`src/rtl/pc_gen_pkg.sv`:
```
// Shared fetch-stage definitions: PC generator state encoding and the default
// PC geometry and vectors reused by the fetch, decode and exception blocks.
package pc_gen_pkg;

    // Program-counter generator sequencing state.
    typedef enum logic {
        BOOT = 1'b0,
        RUN  = 1'b1
    } pc_state_e;

    // Default PC geometry and vectors.
    localparam int unsigned DEFAULT_XLEN        = 32;
    localparam int unsigned DEFAULT_INSTR_BYTES = 4;
    localparam logic [31:0] DEFAULT_RESET_VECTOR = 32'h0000_0000;
    localparam logic [31:0] DEFAULT_EXC_VECTOR   = 32'h0000_0080;

endpackage : pc_gen_pkg

```
`src/rtl/pc_redirect_buffer.sv`:
```
// Single-entry pending-redirect register.
// Holds a redirect target that arrived while fetch was stalled until the
// stall releases. A set while an entry is held overwrites it; clear wins
// over set.
//
// Ports:
//   clk, reset_n    clock and asynchronous active-low reset
//   set             capture set_target and mark the entry valid
//   clear           invalidate the entry
//   set_target      target to capture (already aligned by the caller)
//   pending_valid   an entry is held
//   pending_target  the held target
module pc_redirect_buffer
    import pc_gen_pkg::*;
#(
    parameter int unsigned XLEN = DEFAULT_XLEN
) (
    input  logic            clk,
    input  logic            reset_n,
    input  logic            set,
    input  logic            clear,
    input  logic [XLEN-1:0] set_target,
    output logic            pending_valid,
    output logic [XLEN-1:0] pending_target
);

    // Entry register; the target is left untouched on clear since it is
    // meaningless without the valid flag.
    always_ff @(posedge clk or negedge reset_n) begin
        if (!reset_n) begin
            pending_valid  <= 1'b0;
            pending_target <= '0;
        end else if (clear) begin
            pending_valid  <= 1'b0;
        end else if (set) begin
            pending_valid  <= 1'b1;
            pending_target <= set_target;
        end
    end

endmodule : pc_redirect_buffer

```
`src/rtl/pc_gen.sv`:
```
// Fetch-stage program-counter generator.
// Holds the architectural fetch PC, advances it by one instruction per
// clock, and supports stall, branch/jump redirect (buffered when it arrives
// during a stall), exception vectoring, and a one-cycle boot after reset.
//
// Ports:
//   clk, reset_n      clock and asynchronous active-low reset
//   stall             hold the PC this cycle
//   redirect_valid    branch/jump taken this cycle
//   redirect_target   redirect destination (low bits are aligned away)
//   exc_valid         exception/flush request, overrides stall and redirect
//   pc                current fetch PC (registered)
//   pc_plus           pc + INSTR_BYTES (combinational)
//   fetch_valid       pc is a valid fetch address this cycle
//   redirect_pending  a buffered redirect is waiting for the stall to clear
module pc_gen
    import pc_gen_pkg::*;
#(
    parameter int unsigned     XLEN         = DEFAULT_XLEN,
    parameter int unsigned     INSTR_BYTES  = DEFAULT_INSTR_BYTES,
    parameter logic [XLEN-1:0] RESET_VECTOR = XLEN'(DEFAULT_RESET_VECTOR),
    parameter logic [XLEN-1:0] EXC_VECTOR   = XLEN'(DEFAULT_EXC_VECTOR)
) (
    input  logic            clk,
    input  logic            reset_n,
    input  logic            stall,
    input  logic            redirect_valid,
    input  logic [XLEN-1:0] redirect_target,
    input  logic            exc_valid,
    output logic [XLEN-1:0] pc,
    output logic [XLEN-1:0] pc_plus,
    output logic            fetch_valid,
    output logic            redirect_pending
);

    // Clears the instruction-offset bits; all ones when INSTR_BYTES is 1.
    localparam logic [XLEN-1:0] ALIGN_MASK = ~(XLEN'(INSTR_BYTES) - XLEN'(1));

    pc_state_e       state_q;
    pc_state_e       state_d;
    logic [XLEN-1:0] pc_q;
    logic [XLEN-1:0] pc_d;
    logic            buf_set;
    logic            buf_clear;
    logic [XLEN-1:0] redirect_aligned;
    logic            pending_valid;
    logic [XLEN-1:0] pending_target;

    assign redirect_aligned = redirect_target & ALIGN_MASK;

    // Pending redirect captured during a stall.
    pc_redirect_buffer #(
        .XLEN (XLEN)
    ) u_redirect_buffer (
        .clk            (clk),
        .reset_n        (reset_n),
        .set            (buf_set),
        .clear          (buf_clear),
        .set_target     (redirect_aligned),
        .pending_valid  (pending_valid),
        .pending_target (pending_target)
    );

    // State and PC registers.
    always_ff @(posedge clk or negedge reset_n) begin
        if (!reset_n) begin
            state_q <= BOOT;
            pc_q    <= RESET_VECTOR;
        end else begin
            state_q <= state_d;
            pc_q    <= pc_d;
        end
    end

    // Next-state and PC update; first matching rule wins in RUN.
    always_comb begin
        state_d   = state_q;
        pc_d      = pc_q;
        buf_set   = 1'b0;
        buf_clear = 1'b0;
        case (state_q)
            BOOT: begin
                // Inputs are ignored for the boot cycle.
                state_d = RUN;
            end
            RUN: begin
                if (exc_valid) begin
                    pc_d      = EXC_VECTOR;
                    buf_clear = 1'b1;
                end else if (redirect_valid && !stall) begin
                    pc_d      = redirect_aligned;
                    buf_clear = 1'b1;
                end else if (redirect_valid) begin
                    // Newest redirect replaces any older pending entry.
                    buf_set   = 1'b1;
                end else if (stall) begin
                    pc_d      = pc_q;
                end else if (pending_valid) begin
                    pc_d      = pending_target & ALIGN_MASK;
                    buf_clear = 1'b1;
                end else begin
                    pc_d      = pc_plus;
                end
            end
            default: begin
                state_d = BOOT;
            end
        endcase
    end

    // Sequential next PC; wraps modulo 2^XLEN.
    assign pc_plus          = pc_q + XLEN'(INSTR_BYTES);
    assign pc               = pc_q;
    // The PC is not a useful fetch address while a redirect is waiting.
    assign fetch_valid      = (state_q == RUN) && !pending_valid;
    assign redirect_pending = pending_valid;

endmodule : pc_gen

```
`config.mk`:
```
export PLATFORM = sky130hd
export DESIGN_NAME = pc_gen
export DESIGN_NICKNAME = d
export VERILOG_FILES = /design/src/rtl/pc_gen_pkg.sv /design/src/rtl/pc_redirect_buffer.sv /design/src/rtl/pc_gen.sv
export SDC_FILE = /design/constraint.sdc
export NUM_CORES = 1
export LEC_CHECK = 0
export CAP_MARGIN = 25
export CORE_AREA = 3 3 97 99
export DETAILED_ROUTE_END_ITERATION = 10
export DIE_AREA = 0 0 100 102
export GPL_TIMING_DRIVEN = 1
export PLACE_DENSITY = 0.85
export RECOVER_POWER = 100
export SKIP_LAST_GASP = 1
export SLEW_MARGIN = 40
export SYNTH_ARGS = -nofsm -noshare
export SYNTH_HDL_FRONTEND = slang
export SYNTH_HIERARCHICAL = 1
export SYNTH_SLANG_ARGS = --single-unit
```
`constraint.sdc`:
```
create_clock -name clk -period 3.08 [get_ports clk]
set_clock_uncertainty 0.15 [all_clocks]
set_input_delay 0.616 -clock clk [delete_from_list [all_inputs] [get_ports clk]]
set_output_delay 0.616 -clock clk [all_outputs]
set_load 0.005 [all_outputs]
```
* Word-level counts from Yosys, hierarchy flattened
Cells that the tools add are included.
** Operators by class
- $add $sub $neg :: 1
- Equal/unequal tests :: 2
- Multiplexer cells :: 17
- Bitwise operators :: 1
- Reduce and logical (&&, ||, !) cells :: 7
** Operator list (number)
- two-way mux 32 bit :: 5
- adder 32 x 3 -> 32 bit (second input constant) :: 1
- two-way mux 1 bit :: 12
- != test 3 x 1 -> 1 bit (second input constant) :: 2
- AND reduction 3 bit :: 1
- logical AND 1 bit :: 2
- zero test 1 bit :: 2
- AND reduction 2 bit :: 1
- nonzero test 2 bit :: 1
- inverter 1 bit :: 1
** Storage, ports and cells
- Flip-flop bits (word level) :: 64
- Input port bits :: 37
- Output and inout bits :: 66
- Logic and storage cells :: 32

* Depth between registers and ports, before layout
Gate-level depths: netlist of run 1.
- Depth after elaboration :: 8
- Mapped depth :: 10
- Depth with buffers taken out :: 6

* By module
Netlist of run 1, hierarchy kept.
** By module, submodules not included
- pc_gen :: instances 1, cells each 355, area an instance 2917.8 µm², seq. area each 775.7 µm²
- pc_redirect_buffer :: instances 1, cells each 72, area an instance 1391.3 µm², seq. area each 825.8 µm²

* Worst setup path after synthesis of run 1
Ideal clock, no wire load.
- Path kind :: reg2out
- Start :: reg pc_q[11], in the netlist pc[11]
- End :: out pc_plus[28]
- Arrival :: 1.846 ns
- Data required time :: 2.314 ns
- Setup slack :: 0.468 ns
- Cell stages (with the launch flop) :: 7
- Buffers on the path :: 2
- Cells stage by stage :: dfrtp_1 > buf_2 > nand4_2 > or4_4 > buf_6 > or3_4 > xnor2_1
** Between the ends
- Cells in the longest elaborated chain, start to end :: 1
** RTL lines
- start, declared :: line pc_gen.sv:41 : logic [XLEN-1:0] pc_q;
- start signal, assigned :: line pc_gen.sv:71 : pc_q <= pc_d;
- adder 32 x 3 -> 32 bit :: line pc_gen.sv:112 : assign pc_plus = pc_q + XLEN'(INSTR_BYTES);
- end, declared :: line pc_gen.sv:31 : output logic [XLEN-1:0] pc_plus,
No other way between the ends.

* Worst setup path in the final report of run 1
- Start :: reg pc_q[9], in the netlist pc[9]
- End :: out pc_plus[27]
The elaborated chain is that of the path after synthesis.

==> impl_metrics.csv, run 1 <==
group,metric,value,unit
status,outcome,"finished with violations",
status,violations,"negative setup slack",
die,die_w,100,um
sta,timing.final.ws_setup,-0.241,ns
sta,worstMarginPinSlew,1.36,ns
die,io_pins,103,
critical_path,cp-end-kind,"output pin",
critical_path,cp-start-kind,"register",
die,die_h,102,um
synth,avgSynthCellArea,10.0,um^2
clock_tree,numCtsBuffers,9,
critical_path,critPathMaxFanout,6,
sta,post-route-period-util,108,%
detailed_routing,wire_per_inst,20.7,um
die,core_area,8640,um^2
clock_tree,htreeDepth,3,
global_route,grt_max_degree,27,
clock_tree,cts_hold_buf,0,
place,port_buffers,96,
pwr,power,0.00265,W
cells_and_area,layout-drive-gt1-share,26.0,%
clock_tree,numClockSinks,62,
synth,synthCells,423,
flow_run,drv_cap,0,
critical_path,reg2regPathDepth,6,
sta,drv_slew,0,
pwr,p_leak,2.59,nW
detailed_routing,drc,0,
clock_tree,cts_tree,"yes",
detailed_routing,ant_nets,0,
sta,finalCriticalPeriod,3.32,ns
global_route,grt_pass1_vias,4305,
sta,rsz0062_at_grt,"yes",
critical_path,slowest_stage,"or4_4",
detailed_routing,viasPerCell,6.32,
synth,syn_area,4230,um^2
sta,finalSetupViolations,6,
cells_and_area,final_nets,599,
clock_tree,cts_root_buffer,"clkbuf_8",
detailed_routing,drtIter0Drc,365,
place,gp_congestion,0.878,
global_route,grt_pass1_wl,21.5,mm
critical_path,arrival,2.56,ns
clock_tree,cts_buffer_depth,2,
cells_and_area,fill_cells,629,
cells_and_area,regArea,1550,um^2
die,std_cell_rows,34,
global_route,track_usage,26.9,%
pwr,peakVddDrop,259,uV
cells_and_area,syn2layout_area_growth,40.0,%
clock_tree,insertion_delay,0.36,ns
critical_path,crit_chain,"nand4_2 -> or4_4 -> or3_4 -> xnor2_1 -> clkdlybuf4s50_1",
die,die_area,10200,um^2
cells_and_area,fin_util,68.6,%
cells_and_area,diodes,0,
critical_path,crit_type,"register to output pin",
critical_path,r2r_setup_slack,0.81,ns
detailed_routing,dr.pass1.iters,5,
sta,slew_headroom,9.38,%
die,initial_core_util,49.0,%
sta,max_freq,301,MHz
synth,yosys_warnings,6,
clock_tree,path_clk_slew,0.08,ns
critical_path,reg2reg_from,"pc[9]$_DFFE_PN0P_",
cells_and_area,multi_input_area,2520,um^2
critical_path,cp_num_buf_inv,1,
sta,holdWs,0.202,ns
place,hpwlAfterDp,9.62,mm
detailed_routing,finalWirelength,13.9,mm
critical_path,critPathMaxStageDelay,0.62,ns
sta,final_hold_viol_count,0,
critical_path,worst_ep_required_time,2.31,ns
detailed_routing,vias,4260,
global_route,overflow,0,
pwr,powerDensity,447,nW/um^2
critical_path,reg2reg_to,"pc[25]$_DFFE_PN0P_",
critical_path,cpLargestDelayFamily,"simple AND/OR/NAND/NOR gates",
global_route,antenna_found_initial,0,
hold_path,holdCritPathClass,"primary input to async pin",
[cell usage in the layout, fill, tap and decap left out, types with 6 or more instances in the layout]
master and count:
a21oi_1 7, a22oi_1 9, a311oi_1 9, buf_4 55
clkbuf_1 6, clkbuf_8 10, clkdlybuf4s50_1 80, dfrtp_1 61
dlymetal6s2s_1 6, inv_1 14, mux2_4 28, mux2i_1 8
nand2_1 22, nand2b_1 9, nand3_1 15, nand4_1 6
nor2_1 22, nor3_1 6, nor3b_1 8, o211ai_1 11
o21ai_0 14, o311a_1 8, o311ai_0 7, or3b_2 10
xnor2_1 15, xor2_1 9
[worst max-delay path by stage]
stage	slack (ns)	from	to	cells past startpoint
3_5_place_dp	0.04	pc[12]$_DFFE_PN0P_	pc_plus[24]	5
4_1_cts	-0.23	pc[19]$_DFFE_PN0P_	pc_plus[24]	5
6_report	-0.24	pc[9]$_DFFE_PN0P_	pc_plus[27]	5
3_3_place_gp	0.13	pc[14]$_DFFE_PN0P_	pc_plus[27]	5
5_1_grt	-0.31	pc[9]$_DFFE_PN0P_	pc_plus[27]	5
2_1_floorplan	0.47	pc[11]$_DFFE_PN0P_	pc_plus[28]	6
[layer usage]
| metal | global-route usage (%) | up-vias | part of all wire [%] |
|---|---|---|---|
| li1 | - | 1858 | - |
| met1 | 33.5 | 2045 | 39 |
| met2 | 44.5 | 291 | 48 |
| met3 | 5.53 | 66 | 9.3 |
| met4 | 13.8 | 0 | 4.1 |
| met5 | 0 | - | 0 |
[worst register-to-register path, cell delays in order, from the launching register on]
cell and delay (ns):
dfrtp_1 0.37, nand4_2 0.15, or4_4 0.62, buf_4 0.17
buf_4 0.12, o311ai_0 0.38, o211ai_1 0.17
[registers in the layout, summed over array words and instances, names as in the netlist]
signal,flops
state_q,1
pc,30
u_redirect_buffer/pending_target,30
u_redirect_buffer/pending_valid,1
[metrics by stage]
stage / std cells / setup TNS [ns] / setup slack (ns) / instance area (um^2)
4_1_cts: 671 / -0.751 / -0.231 / 5850
6_report: 674 / -0.369 / -0.241 / 5920
3_3_place_gp: 648 / 0 / 0.126 / 5520
5_1_grt: 674 / -1.20 / -0.307 / 5920
2_1_floorplan: 426 / 0 / 0.468 / 4240
3_5_place_dp: 648 / 0 / 0.0393 / 5520
[power by group]
| part | leakage (nW) | switching [W] | internal (W) |
|---|---|---|---|
| clock network | 0.108 | 0.000353 | 0.000475 |
| logic | 1.69 | 0.000321 | 0.000442 |
| registers | 0.788 | 0.000105 | 0.000951 |
| total | 2.59 | 0.000779 | 0.00187 |
[cell type report]
| type | instances | share of cell area, % |
|---|---|---|
| timing repair buffer | 159 | 24.1 |
| multi-input combinational | 314 | 42.6 |
| tap | 108 | 2.28 |
| sequential | 62 | 26.2 |
| clock inverter | 6 | 1.44 |
| clock buffer | 10 | 2.32 |
| inverter | 15 | 0.951 |
[timing repair]
item                                    in CTS  in global routing
pin swaps                                    5                  8
gates cloned                                 0                  0
resized for setup                           24                 18
buffers inserted                             7                  3
endpoints found under the setup margin      14                 15
Power figures use the tool's default switching activity.
==> run 2: changes to the inputs <==
--- a/config.mk
+++ b/config.mk
@@ -5,12 +5,12 @@
 export SDC_FILE = /design/constraint.sdc
 export NUM_CORES = 1
 export LEC_CHECK = 0
-export CAP_MARGIN = 25
-export CORE_AREA = 3 3 97 99
+export CORE_AREA = 3 3 96 98
+export CTS_BUF_LIST = sky130_fd_sc_hd__clkbuf_4 sky130_fd_sc_hd__clkbuf_8
 export DETAILED_ROUTE_END_ITERATION = 10
-export DIE_AREA = 0 0 100 102
+export DIE_AREA = 0 0 99 101
 export GPL_TIMING_DRIVEN = 1
-export PLACE_DENSITY = 0.85
+export PLACE_DENSITY = 0.87
 export RECOVER_POWER = 100
 export SKIP_LAST_GASP = 1
 export SLEW_MARGIN = 40
==> impl_metrics.csv, run 2 (same netlist as run 1, synthesis figures left out) <==
group,metric,value,unit
global_route,grt_pass1_wl,21.9,mm
critical_path,crit_chain,"clkbuf_1 -> nand3_1 -> buf_4 -> o21a_1 -> or2_2 -> clkdlybuf4s50_1",
cells_and_area,final_cell_mix,"clkdlybuf4s50_1, dfrtp_1, buf_4",
clock_tree,cts_root_buffer,"clkbuf_8",
sta,finalCriticalPeriod,3.17,ns
detailed_routing,wire_per_inst,20.5,um
global_route,track_usage,27.6,%
clock_tree,htreeDepth,3,
flow_run,drv_cap,0,
detailed_routing,viasPerCell,6.24,
detailed_routing,dr.pass1.iters,5,
sta,final_hold_viol_count,0,
place,port_buffers,96,
clock_tree,cts_tree,"yes",
clock_tree,path_clk_slew,0.07,ns
place,gp_congestion,0.888,
clock_tree,insertion_delay,0.36,ns
sta,rsz0062_at_grt,"yes",
global_route,antenna_found_initial,0,
die,die_h,101,um
place,dp_cells,650,
critical_path,slowest_stage,"clkdlybuf4s50_1",
die,die_area,10000,um^2
die,die_w,99,um
die,io_pins,103,
cells_and_area,final_common_cell,"clkdlybuf4s50_1",
status,violations,"negative setup slack",
pwr,powerDensity,445,nW/um^2
pwr,p_leak,2.66,nW
critical_path,critPathMaxFanout,6,
sta,timing.final.ws_setup,-0.0887,ns
cells_and_area,fill_cells,608,
sta,worstMarginPinSlew,1.36,ns
sta,slew_headroom,9.32,%
critical_path,cp-end-kind,"output pin",
critical_path,crit_type,"register to output pin",
sta,post-route-period-util,103,%
cells_and_area,diodes,0,
sta,finalSetupViolations,5,
detailed_routing,ant_nets,0,
global_route,grt_pass1_vias,4295,
place,pre_cts_ws,0.0465,ns
die,std_cell_rows,34,
critical_path,reg2regPathDepth,6,
critical_path,worst_ep_required_time,2.31,ns
critical_path,critPathMaxStageDelay,0.45,ns
clock_tree,numCtsBuffers,9,
critical_path,arrival,2.40,ns
die,core_area,8550,um^2
global_route,grt_max_degree,31,
detailed_routing,drtIter0Drc,457,
cells_and_area,syn2layout_area_growth,40.3,%
clock_tree,cts_buffer_depth,2,
place,hpwlAfterDp,9.65,mm
detailed_routing,finalWirelength,13.8,mm
pwr,peakVddDrop,245,uV
die,initial_core_util,49.5,%
detailed_routing,drc,0,
clock_tree,numClockSinks,62,
global_route,overflow,0,
cells_and_area,final_cell_count_no_fill,676,
sta,drv_slew,0,
detailed_routing,vias,4221,
cells_and_area,final_nets,602,
sta,max_freq,316,MHz
hold_path,holdCritPathClass,"primary input to async pin",
critical_path,r2r_setup_slack,0.84,ns
status,outcome,"finished with violations",
critical_path,cp-start-kind,"register",
cells_and_area,layout-drive-gt1-share,25.4,%
[run 2: layer usage]
layer | up-vias | global-route usage, % | routed length (um)
met2 | 272 | 45.7 | 6900
met3 | 35 | 6.78 | 1270
li1 | 1860 | - | -
met4 | 0 | 13.0 | 441
met1 | 2054 | 33.8 | 5220
met5 | - | 0 | 0
[run 2: worst max-delay path: cells and delay by family, from the launching register on]
| family | cells | cell delay [ns] |
|---|---|---|
| AO/OA/AOI/OAI | 1 | 0.19 |
| AND/OR/NAND/NOR | 2 | 0.50 |
| buffers and inverters | 3 | 0.95 |
| flip-flops | 1 | 0.40 |
[run 2: area by class of cell]
type                       count  area, um^2  area share [%]
clock inverter                 4        70.1            1.18
sequential                    62        1550            26.2
tap                          108         135            2.28
timing repair buffer         162        1430            24.1
multi-input combinational    314        2540            42.8
inverter                      15        56.3           0.949
clock buffer                  11         151            2.55
[run 2: path summary, 6_finish.rpt]
path	startpoint	to
max	pc[4]$_DFFE_PN0P_	pc_plus[8]
min in group clk	u_redirect_buffer/pending_target[10]$_DFFE_PN0P_	u_redirect_buffer/pending_target[10]$_DFFE_PN0P_
min reg2reg	u_redirect_buffer/pending_target[10]$_DFFE_PN0P_	u_redirect_buffer/pending_target[10]$_DFFE_PN0P_
max reg2reg	pc[14]$_DFFE_PN0P_	pc[24]$_DFFE_PN0P_
min	reset_n	pc[24]$_DFFE_PN0P_
max in group asynchronous	reset_n	pc[8]$_DFFE_PN0P_
[run 2: what timing repair did]
item	CTS	global route
resized for setup	27	25
endpoints found under the hold margin	0	0
pin swaps	1	8
setup buffers	4	7
hold buffers	0	0
endpoints found under the setup margin	12	15
[run 2: per-stage QoR]
stage	area, um^2	utilization (%)	setup TNS [ns]	total power [W]	hold WS (ns)
final	5930	69.4	-0.273	0.00264	0.302
after global routing	5930	69.4	-0.805	0.00274	0.361
after CTS	5870	68.6	-0.272	0.00265	0.0684
after detailed placement	5540	64.8	0	0.00181	0.338
after global placement	5540	64.8	0	0.00178	0.334
after floorplan	4240	-	0	0.00143	0.170
[run 2: power breakdown]
group          switching (W)  internal, W
Clock               0.000341     0.000493
Combinational       0.000319     0.000426
Sequential          0.000109     0.000952
Total               0.000770      0.00187
==> edit 1, RTL diff (settings of run 1) <==
Make the reset (`reset_n`) synchronous in 2 clocked blocks. Comments in the files are not updated.
--- a/src/rtl/pc_redirect_buffer.sv
+++ b/src/rtl/pc_redirect_buffer.sv
@@ -27,5 +27,5 @@
     // Entry register; the target is left untouched on clear since it is
     // meaningless without the valid flag.
-    always_ff @(posedge clk or negedge reset_n) begin
+    always_ff @(posedge clk) begin
         if (!reset_n) begin
             pending_valid  <= 1'b0;
--- a/src/rtl/pc_gen.sv
+++ b/src/rtl/pc_gen.sv
@@ -63,5 +63,5 @@
 
     // State and PC registers.
-    always_ff @(posedge clk or negedge reset_n) begin
+    always_ff @(posedge clk) begin
         if (!reset_n) begin
             state_q <= BOOT;
Check against the original RTL: differs if reset_n is asserted again (counterexample within 4 cycles, from zero or initial values and one cycle with reset_n low); with reset_n held inactive, the same outputs for 4 cycles.
==> edit 1 against run 1 <==
The run still ends with setup timing left. Area after synthesis decreased by 11%. Sequential cell count unchanged. Design area decreased by 7.9%. Sequential share of layout area decreased by 3.3 points. Register-to-register slack got worse by 0.31 ns. Non-clock buffer count decreased by 2. Via count decreased by 0.75%. First-iteration DRC count increased by 0.82%. Critical endpoint unchanged. Setup slack improved by 0.11 ns. Routed wire length decreased by 5.6%.
Power is not compared: it rests on default switching activity, and its combinational part moved more than twofold at a synthesized area within 25%.
==> edit 1: results (changes against run 1) <==
Status
  – Status: finished with violations
  – Violated checks: setup timing

Routing
  – Routed WL per cell: 18.3 um (-11%)
  – TritonRoute pass-1 iters: 6 (+1)
  – Routed Wire Length: 13.1 mm (-5.6%)
  – Initial drt markers: 368 (+0.82%)
  – Drt via density: 5.90 (-6.7%)

Layout
  – Nets: 641 (+7.0%)
  – Share of cells above drive strength 1: 17.8% (-8.2 points)

Clock tree
  – Clock latency on the worst-skew pair: 0.35 ns
  – Post-cts hold buffer count: 0 (unchanged)
  – Bufs on Longest Clock Path: 2 (unchanged)
  – Root buffer selected by CTS: clkbuf_8
  – Num CTS Buffers: 9 (unchanged)
  – Reg clk slew, reported paths: approximately 0.07 ns

Synth
  – Post-Synthesis Cells: 472 (+12%)
  – Yosys warns: 6 (unchanged)

Setup path
  – CP max-delay cell: clkdlybuf4s50_1
  – Slowest stage delay, CP: 0.53 ns (-0.09 ns)
  – Crit path DAT: 2.45 ns (-0.11 ns)
  – RR Endpoint: u_redirect_buffer/pending_target[17]
  – Reg2Reg Setup Slack: 0.50 ns (-0.31 ns)
  – RR Startpoint: u_redirect_buffer/pending_valid
  – Crit path max fanout: 6 (unchanged)
  – CP delay by family, top: buffers and inverters

GRT
  – Largest net degree at the start of global routing: 48 (+78%)
  – First-pass GRT wire length: 20.8 mm (-3.4%)
  – Gr usage total: 25.4% (-1.5 points)
  – Antenna violations before repair: 0 (unchanged)
  – Vias in the first global route: 4283 (-0.51%)
  – Met3 Usage GRT: 4.64% (-0.89 points)
  – Met2 GRT Util: 42.1% (-2.4 points)
  – Met1 Resource Use GR: 31.3% (-2.2 points)

Placed design
  – DP Area: 4980 um2 (-9.8%)
  – GPL Wtd Cong: 0.874 (-0.43%)
  – DP Cell Count: 682 (+5.2%)
  – DP HPWL: 8.62 mm (-10%)
  – Pre-CTS WS: -0.0199 ns (-0.0591 ns)

Worst hold path
  – Hold Crit Depth: 2
  – Hold Crit Endpoint: u_redirect_buffer/pending_target[6]
  – Worst Hold Launch: u_redirect_buffer/pending_target[6]
  – Worst hold path class: reg2reg

Power and ir drop
  – Pint: between 1000 and 1500 uW
  – Clock share of power: 41.1%

STA
  – Setup TNS: -0.383 ns (-0.0145 ns)
  – Final Worst Setup Slack: -0.136 ns (+0.106 ns)
  – Hold Worst Slack: 0.309 ns (+0.108 ns)
  – Count of final setup violators: 5 (-1)
  – Tightest Pin Transition: 1.13 ns (-0.225 ns)
[edit 1: how the worst max path moves through the flow]
stage           from           to  cells past startpoint
3_5_place_dp   pc[2]  pc_plus[26]                      8
2_1_floorplan  pc[4]  pc_plus[29]                      6
4_1_cts        pc[2]  pc_plus[26]                      8
3_3_place_gp   pc[2]  pc_plus[26]                      8
5_1_grt        pc[3]  pc_plus[27]                      7
6_report       pc[3]  pc_plus[27]                      7
[edit 1: final cells by class]
type / instances / area (um2)
diodes: 1 / 2.50
clock buffers: 10 / 138
clock inverters: 6 / 61.3
fillers: 696 / 3180
inverters: 13 / 48.8
multi-input cells: 360 / 2400
flip-flops and latches: 62 / 1250
well taps: 108 / 135
repair buffers: 157 / 1420
[edit 1: per-layer routing]
layer	wire length, um	vias to the layer above
li1	-	1946
met1	5140	1977
met2	6270	240
met3	1150	65
met4	585	0
met5	0	-
[edit 1: timing repair]
action	in CTS	in global routing
setup buffers	10	9
pin swaps	11	10
resized for setup	37	25
endpoints found under the hold margin	0	0
endpoints found under the setup margin	18	15
==> edit 2, RTL diff (settings of run 1) <==
Made on the original files. The package constant `DEFAULT_XLEN` goes from 32 to 24.
--- a/src/rtl/pc_gen_pkg.sv
+++ b/src/rtl/pc_gen_pkg.sv
@@ -10,5 +10,5 @@
 
     // Default PC geometry and vectors.
-    localparam int unsigned DEFAULT_XLEN        = 32;
+    localparam int unsigned DEFAULT_XLEN        = 24;
     localparam int unsigned DEFAULT_INSTR_BYTES = 4;
     localparam logic [31:0] DEFAULT_RESET_VECTOR = 32'h0000_0000;
Interface: changed (resized pc, pc_plus and redirect_target); port bits go from 103 to 79. The function was not compared with the original's and may differ.
==> edit 2 against run 1 <==
Die area unchanged. Setup slack improved by 0.33 ns. Design area decreased by 35%. Area after synthesis decreased by 34%. Critical path depth increased by 1. First-iteration DRC count decreased by 47%. Routed wire length decreased by 43%. Clock power decreased by 51%. Via count decreased by 42%. Total power decreased by 39%. Sequential power decreased by 26%. Sequential cell count decreased by 16. Critical path type unchanged. Largest cell class unchanged.
==> edit 2: results (changes against run 1) <==
Status
  – Status: completed

GRT
  – Vias in the first global route: 2407 (-44%)
  – Largest net degree at the start of global routing: 47 (+74%)
  – First-pass GRT wire length: 12.3 mm (-43%)
  – Antenna violations before repair: 0 (unchanged)
  – Gr usage total: 15.1% (-12 points)

Clock tree
  – Clock latency on the worst-skew pair: 0.31 ns (-0.05 ns)
  – Num CTS Buffers: 5 (-4)
  – H-tree Lvls: 2 (-1)
  – Reg clk slew, reported paths: 0.10 ns (+0.02 ns)

Setup path
  – Slowest stage delay, CP: 0.55 ns (-0.07 ns)
  – Reg2reg path depth: 6 (unchanged)
  – CP delay by family, top: buffers and inverters
  – RR Endpoint: pc[9]
  – Crit path max fanout: 4 (-2)
  – CP max-delay cell: clkdlybuf4s50_1
  – Crit path DAT: 2.22 ns (-0.34 ns)
  – RR Startpoint: u_redirect_buffer/pending_valid
  – Reg2Reg Setup Slack: 0.58 ns (-0.23 ns)

Worst hold path
  – Hold Crit Depth: 1
  – Worst hold path class: reg2reg

STA
  – Hold Worst Slack: 0.360 ns (+0.158 ns)
  – Tightest Pin Transition: 1.17 ns (-0.187 ns)

Routing
  – Initial drt markers: 192 (-47%)
  – TritonRoute pass-1 iters: 4 (-1)
  – Routed Wire Length: 7.96 mm (-43%)
  – Vias post-DR: 2452 (-42%)

Layout
  – Share of cells above drive strength 1: 21.9% (-4.1 points)
  – Nets: 390 (-35%)
  – Fill count: 794 (+26%)

Placed design
  – DP HPWL: 5.67 mm (-41%)
  – DP Area: 3650 um2 (-34%)
  – Port bufs: 72 (-25%)
  – GPL Wtd Cong: 0.825 (-6.0%)

Power and ir drop
  – Peak VDD IR: 0.000203 V (-22%)
  – Leakage: 0.00167 uW (-35%)

Synth
  – Yosys warns: 6 (unchanged)
edit 2: layout make-up:
class	instances	area [um2]	share of cell area [%]
inverter	8	30.0	0.779
timing repair buffer	93	888	23.1
clock buffer	6	82.6	2.14
clock inverter	2	12.5	0.325
multi-input combinational	206	1540	39.9
sequential	46	1170	30.3
tap	108	135	3.51
edit 2: through the flow:
step,setup slack (ns),std cells,setup TNS [ns]
floorplan,0.906,274,0
global placement,0.269,453,0
detailed placement,0.246,453,0
CTS,0.0166,464,0
global route,-0.0163,469,-0.0163
finish,0.0897,469,0
edit 2: report_power, final:
group | switching [uW] | internal [uW] | leakage [uW]
registers | 83.2 | 701 | 0.000569
clock network | 222 | 181 | 0.0000472
logic | 160 | 268 | 0.00105
total | 465 | 1150 | 0.00167
edit 2: per-layer routing:
layer / vias up / wire (um) / track usage (%)
li1: 1151 / - / -
met5: - / 0 / 0
met4: 0 / 47 / 3.63
met1: 1203 / 3640 / 21.1
met2: 90 / 3820 / 24.6
met3: 8 / 446 / 2.32
edit 2: how the worst max path moves through the flow:
| stage | startpoint | to | slack, ns | depth (start not counted) |
|---|---|---|---|---|
| after detailed placement | pc[11] | pc_plus[22] | 0.25 | 5 |
| after global placement | pc[9] | pc_plus[22] | 0.27 | 5 |
| after CTS | pc[13] | pc_plus[22] | 0.02 | 6 |
| after global routing | pc[17] | pc_plus[23] | -0.02 | 6 |
| after floorplan | pc[10] | pc_plus[22] | 0.91 | 4 |
| final | pc[3] | pc_plus[14] | 0.09 | 6 |
edit 2: what timing repair did:
item / in CTS / in global routing
hold endpoints to repair: 0 / 0
gates resized for setup: 4 / 15
buffers inserted: 3 / 5
hold buffers: 0 / 0
setup endpoints to repair: 9 / 11
pin swaps: 2 / 4
